[src/rtl/stream_width_down.sv]
// Stream width down-converter: takes one wide word of Ratio sub-words per input
// handshake and emits them least-significant first, with packet-end marking.
module stream_width_down #(
    parameter int OutBits = 8,
    parameter int Ratio   = 4,
    parameter int CntBits = $clog2(Ratio)
) (
    input  logic                     clk,
    input  logic                     rst,
    input  logic                     in_valid,
    output logic                     in_ready,
    input  logic [OutBits*Ratio-1:0] in_data,
    input  logic                     in_last,
    input  logic [CntBits-1:0]       in_cnt,
    output logic                     out_valid,
    input  logic                     out_ready,
    output logic [OutBits-1:0]       out_data,
    output logic                     out_last
);

    localparam logic [CntBits-1:0] LastIdx = CntBits'(Ratio - 1);

    logic [Ratio-1:0][OutBits-1:0] hold_q;
    logic [CntBits-1:0]            idx_q;
    logic [CntBits-1:0]            fin_q;
    logic                          last_q;

    logic [CntBits-1:0] cnt_eff;
    logic [CntBits-1:0] fin_new;
    logic [CntBits-1:0] next_idx;
    logic               fin_beat;
    logic               in_accept;
    logic               out_accept;

    // A count beyond the last sub-word is only encodable when Ratio is not a
    // power of two; clamp it so the beat index always terminates.
    generate
        if ((1 << CntBits) == Ratio) begin : g_pow2
            assign cnt_eff = in_cnt;
        end else begin : g_clamp
            assign cnt_eff = (in_cnt > LastIdx) ? LastIdx : in_cnt;
        end
    endgenerate

    assign fin_new    = in_last ? cnt_eff : LastIdx;
    assign next_idx   = idx_q + CntBits'(1);
    assign fin_beat   = out_valid && (idx_q == fin_q);
    assign out_accept = out_valid && out_ready;

    // NOTE: in_ready is combinational from out_ready so a new word can load on
    // the same edge the final beat leaves, giving back-to-back words no bubble.
    assign in_ready  = !rst && (!out_valid || (out_ready && fin_beat));
    assign in_accept = in_valid && in_ready;

    // NOTE: the word buffer, final index and last flag carry no reset; they are
    // only consumed while out_valid is set, and out_valid is reset.
    always_ff @(posedge clk) begin
        if (in_accept) begin
            hold_q <= in_data;
            fin_q  <= fin_new;
            last_q <= in_last;
        end
    end

    always_ff @(posedge clk) begin
        if (rst) begin
            out_valid <= 1'b0;
            out_last  <= 1'b0;
            out_data  <= '0;
            idx_q     <= '0;
        end else if (in_accept) begin
            out_valid <= 1'b1;
            idx_q     <= '0;
            out_data  <= in_data[OutBits-1:0];
            out_last  <= in_last && (fin_new == '0);
        end else if (out_accept) begin
            if (fin_beat) begin
                out_valid <= 1'b0;
                out_last  <= 1'b0;
            end else begin
                idx_q    <= next_idx;
                out_data <= hold_q[next_idx];
                out_last <= last_q && (next_idx == fin_q);
            end
        end
    end

endmodule

[config.mk]
export PLATFORM = sky130hd
export DESIGN_NAME = stream_width_down
export DESIGN_NICKNAME = d
export VERILOG_FILES = /design/src/rtl/stream_width_down.sv
export SDC_FILE = /design/constraint.sdc
export NUM_CORES = 1
export LEC_CHECK = 0
export ABC_AREA = 1
export BUFFER_PORTS_ARGS = -buffer_cell sky130_fd_sc_hd__buf_2
export CORE_MARGIN = 2
export CORE_UTILIZATION = 40
export DETAILED_ROUTE_END_ITERATION = 7
export HOLD_SLACK_MARGIN = 0.05
export PLACE_DENSITY = 0.63
export SLEW_MARGIN = 10
export SYNTH_ARGS = -nofsm -noshare
export SYNTH_HDL_FRONTEND = slang
export SYNTH_SLANG_ARGS = --single-unit
[constraint.sdc]
create_clock -name clk -period 2.97 [get_ports clk]
set_input_delay 0.1485 -clock clk [delete_from_list [all_inputs] [get_ports clk]]
set_output_delay 0.1485 -clock clk [all_outputs]
set_load 0.02 [all_outputs]
* Yosys cells after proc, flatten, opt, wreduce, memory -nomap -nowiden *
Cells that the tools add are included.

word-level totals
  memory bits (read-only) = 0
  memory bits (writable) = 0
  word-level logic and storage cells = 45
  latch bits = 0
  flip-flop bits (word level) = 47
  memories = 0
  input port bits = 39

operators by class
  bitwise operators = 1
  add/subtract/negate cells = 1
  shift operators = 0
  multiply operators = 0
  equality and inequality tests = 3
  reductions and logical operators = 17
  muxes and demuxes = 12
  div/mod/pow operators = 0
  magnitude comparators = 1

operators with widths
  kind                                                 number
  two-way mux 8 bit                                    4
  binary-select mux 8 bit (select 2 bit)               1
  logical AND 1 bit                                    7
  two-way mux 1 bit                                    6
  AND reduction 2 bit                                  3
  equality test 2 bit                                  2
  nonzero test 2 bit                                   2
  < comparator 2 x 3 -> 1 bit (second input constant)  1
  adder 2 x 1 -> 2 bit (second input constant)         1
  logical NOT 1 bit                                    2
  logical NOT 2 bit                                    1
  two-way mux 2 bit                                    1
  != test 2 x 1 -> 1 bit (second input constant)       1
  OR reduction 2 bit                                   1
  logical OR 1 bit                                     1
  NOT 1 bit                                            1

* Depth between registers and ports, before layout *
  depth in word-level cells = 8
  depth in mapped cells = 11

* Worst setup path before layout *
OpenSTA, ideal clock, no wires.

  path type = reg2reg
  start point = register out_valid
  end point = register fin_q[0], enable pin
  data required time = 2580 ps
  buffers on the path = 1
  clock period less this slack = 2301 ps
  slack = 669 ps
  cell stages (with the launch flop) = 8
  setup time = 390 ps
  arrival time = 1911 ps
  cells stage by stage = dfxtp_1 -> nand2_1 -> nor2_2 -> nand3_2 -> nand2_4 -> nand3_2 -> buf_2 -> inv_1

on the way
  word-level cells in the longest chain between the ends = 5
  elaborated cells on any way between the ends = 6

RTL lines
  what                    RTL line  RTL
  from (decl)             15        output logic out_valid,
  from (signal assigned)  67        out_valid <= 1'b0;
  from (signal assigned)  72        out_valid <= 1'b1;
  from (signal assigned)  78        out_valid <= 1'b0;
  logical AND 1 bit       47        assign fin_beat = out_valid && (idx_q == fin_q);
  logical AND 1 bit       52        assign in_ready = !rst && (!out_valid || (out_ready && fin_beat));
  logical OR 1 bit *      52
  logical AND 1 bit *     52
  logical AND 1 bit *     53        assign in_accept = in_valid && in_ready;
  named net in_accept     32        logic in_accept;
  to (signal assigned)    60        fin_q <= fin_new;
  to (decl)               25        logic [CntBits-1:0] fin_q;

Mark *: on every way through the listed nets, which the timed path passes. The rest lies on a longest branch.
A chain may end at the register's enable or synchronous reset.

* Worst setup path in the final report *
  start point = register idx_q[0]
  end point = register out_data[2]

on the way
  word-level cells in the longest chain between the ends = 8
  elaborated cells on any way between the ends = 15

RTL lines
  what                                                                          RTL line  RTL
  from (decl)                                                                   24        logic [CntBits-1:0] idx_q;
  from (signal assigned)                                                        81        idx_q <= next_idx;
  parallel branches: the longest is 8 deep, another holds adder 2 x 1 -> 2 bit  -
  to (signal assigned)                                                          74        out_data <= in_data[OutBits-1:0];
  to (signal assigned)                                                          82        out_data <= hold_q[next_idx];
  to (decl)                                                                     17        output logic [OutBits-1:0] out_data,

Several ways; the timed one is not identified. The select of a mux whose other input is x is not followed.

==> flow_summary.yaml <==
status:
  status: "complete, no violations"
critical_path:
  critical_path.most_common_cell: "nand2_1"
  cp-end-kind: "flip-flop"
  critical-path-top-delay-family: "simple AND/OR/NAND/NOR gates"
  start_kind: "flip-flop"
  critPathArrivalTime_ns: 1.97
  crit_chain: "buf_4, nor2_1, nor2_1, inv_1, nand2_1, o21ai_0, nand2_1, nand2_1, nand2_1, a21oi_1"
  critPathMaxStageDelay_ns: 0.35
  rr_startpoint: "idx_q[0]"
  path_max_fanout: 14
  cp.required_ns: 3.21
  critPathKind: "flip-flop to flip-flop"
  reg2reg_depth: 10
  timing.rr.end: "out_data[2]"
  reg2reg_slack_ns: 1.24
  cpMaxStageDelayCell: "nor2_1"
  critPathBufInv: 2
drt:
  drtIter0Drc: 85
  vias: 1675
  drt-total-wl_um: 4400
  vias_per_cell: 4.75
  ant_nets: 0
  drc: 0
  first_pass_iters: 4
  wl_per_cell_um: 12.5
sta:
  finalCritPeriodShare_pct: 58.4
  maxSlewViolCount: 0
  skew_ns: 0.0132
  fmax_mhz: 577
  tns_ns: 0
  setup_violations: 0
  hold_viol_final: 0
  rsz0062_at_grt: "no"
  tightest_slew_ns: 0.427
  relSlewSlack_pct: 71.4
  finalCriticalPeriod_ns: 1.73
floorplan:
  die_w_um: 74.9
  pin_count: 50
  core_um2: 4790
  initial_core_util_pct: 42.0
  die_h_um: 74.9
  rows: 25
  die_area_um2: 5610
clock_tree:
  root_buffer: "clkbuf_8"
  clkTransAtPathRegs_ns: 0.09
  ctsHoldBuffers: 30
  ctsHtreeMaxLevel: 2
  cts_sinks: 47
  cts_tree: "done"
  cts_setup_buffers: 0
  cts_buffers: 5
  clk_latency_ns: 0.30
  cts-resized-gates: 0
  cts_buffer_depth: 2
yosys:
  yosys.area.top_type_share_pct: 52.2
  synthArstFlopShare_pct: 0
  yosysUniqueCellTypes: 24
  synth.most_common_cell: "nand2_1"
  ys_ff_latch: 47
  syn_area_um2: 2010
  synth_warnings: 0
  synth_ff_type: "edfxtp_1"
  synth-edff-count: 35
  ys_seq_area_share_pct: 64.2
  yosys-top-cells-count: "nand2_1 (64), edfxtp_1 (35), inv_1 (18)"
  syn_nets: 241
  synth_top_area_cell: "edfxtp_1"
  synthTopCellsByArea: "edfxtp_1 (52%), dfxtp_1 (12%), nand2_1 (12%)"
  synthCells: 202
  avgSynthCellArea_um2: 9.96
placed_design:
  gp_congestion: 0.781
  io_buffer_count: 49
  dpl.hpwl_um: 2930
hold_path:
  min_path_cells: 1
  min_to: "hold_q[2]"
  hold_path.class: "primary input to flip-flop"
  hold_path_startpoint: "in_data[2]"
grt:
  grt-ovfl-total: 0
  track_usage_pct: 17.4
  grt_start_max_net_pins: 25
  grt_pass1_vias: 1642
  antenna_found_initial: 0
  grt_pass1_wl_um: 7170
finish:
  final_util_pct: 56.9
  area_growth_pct: 35.3
  drive_above_1_share_pct: 24.5
  nNetsFinal: 324
  fillerInstances: 429
  antenna_cells: 0
pwr:
  power_density_nw_per_um2: 480
  power.leakage_nw: 1.20
  finalPower_mw: 1.31
  irDropWorstVdd_uv: 283
run:
  cap_violations: 0
[layer usage]
layer / global-route usage [%] / wire length [µm] / vias to the layer above
met2: 28.7 / 2090 / 54
met1: 22.0 / 1950 / 766
li1: - / - / 848
met5: 0 / 0 / -
met4: 6.75 / 66 / 0
met3: 4.28 / 286 / 7
[per-stage QoR]
| step | area (µm²) | std cells | hold WS [ns] | worst slack, ns |
|---|---|---|---|---|
| 3_5_place_dp | 2330 | 315 | 0.327 | 1.21 |
| 3_3_place_gp | 2330 | 315 | 0.325 | 1.22 |
| 6_report | 2720 | 353 | 0.0603 | 1.24 |
| 4_1_cts | 2720 | 353 | 0.0505 | 1.21 |
| 5_1_grt | 2720 | 353 | 0.0530 | 0.987 |
| 2_1_floorplan | 2010 | 202 | 0.247 | 0.669 |
[flip-flops by register name, summed over array words and instances (netlist names)]
| name | count |
|---|---|
| last_q | 1 |
| out_data | 8 |
| out_last | 1 |
| idx_q | 2 |
| hold_q | 32 |
| fin_q | 2 |
| out_valid | 1 |
[report_power, final]
part	internal [mW]	total [mW]	leakage, nW	switching [mW]
Combinational	0.0805	0.175	0.729	0.0944
Clock	0.169	0.377	0.0454	0.208
Sequential	0.742	0.755	0.424	0.0133
[worst max path at each step]
| stage | from | endpoint | slack, ns | cells after the start |
|---|---|---|---|---|
| finish | idx_q[0] | out_data[2] | 1.24 | 10 |
| floorplan | out_valid | fin_q[0] | 0.67 | 7 |
| global route | idx_q[0] | out_data[2] | 0.99 | 10 |
| detailed placement | idx_q[0] | out_data[4] | 1.21 | 9 |
| CTS | idx_q[0] | out_data[2] | 1.21 | 10 |
| global placement | idx_q[0] | out_data[0] | 1.22 | 9 |
[area by class of cell]
cell class                 count  area (µm²)  share of cell area (%)
clock buffer                   6        72.6                    2.67
multi-input combinational    126         592                    21.7
clock inverter                 2        17.5                   0.643
inverter                      20        75.1                    2.76
sequential                    47        1290                    47.4
timing repair buffer          85         591                    21.7
tap                           67        83.8                    3.08
[worst register-to-register path, cell delays in order (launching register included)]
cell and delay, ns:
dfxtp_1 0.34, buf_4 0.20, nor2_1 0.36, nor2_1 0.12
inv_1 0.21, nand2_1 0.07, o21ai_0 0.09, nand2_1 0.08
nand2_1 0.07, nand2_1 0.06, a21oi_1 0.11
[cell families after synthesis]
| logic type | count (synthesis) | share of synthesized area, % |
|---|---|---|
| buf+inv | 29 | 6.40 |
| simple gates | 94 | 20.6 |
| flops | 47 | 64.2 |
| compound gates | 32 | 8.83 |
[cells in the final DEF (no fill, tap or decap)]
cell type and n:
nand3_2 2, clkinv_4 2, nand3_1 9, dlygate4sd3_1 30
nand4_1 8, clkbuf_8 5, inv_2 1, nand2_2 1
a21boi_0 2, nand2_1 64, nor2_2 1, buf_4 6
a22oi_1 2, clkinv_1 1, clkbuf_1 1, o22ai_1 3
dfxtp_1 12, a21oi_1 13, or2_2 2, buf_2 49
o2111ai_1 1, inv_1 18, edfxtp_1 35, o21ai_0 11
nand2_4 1, nor2_1 6
Note: power is estimated with default switching activity, not from simulation.
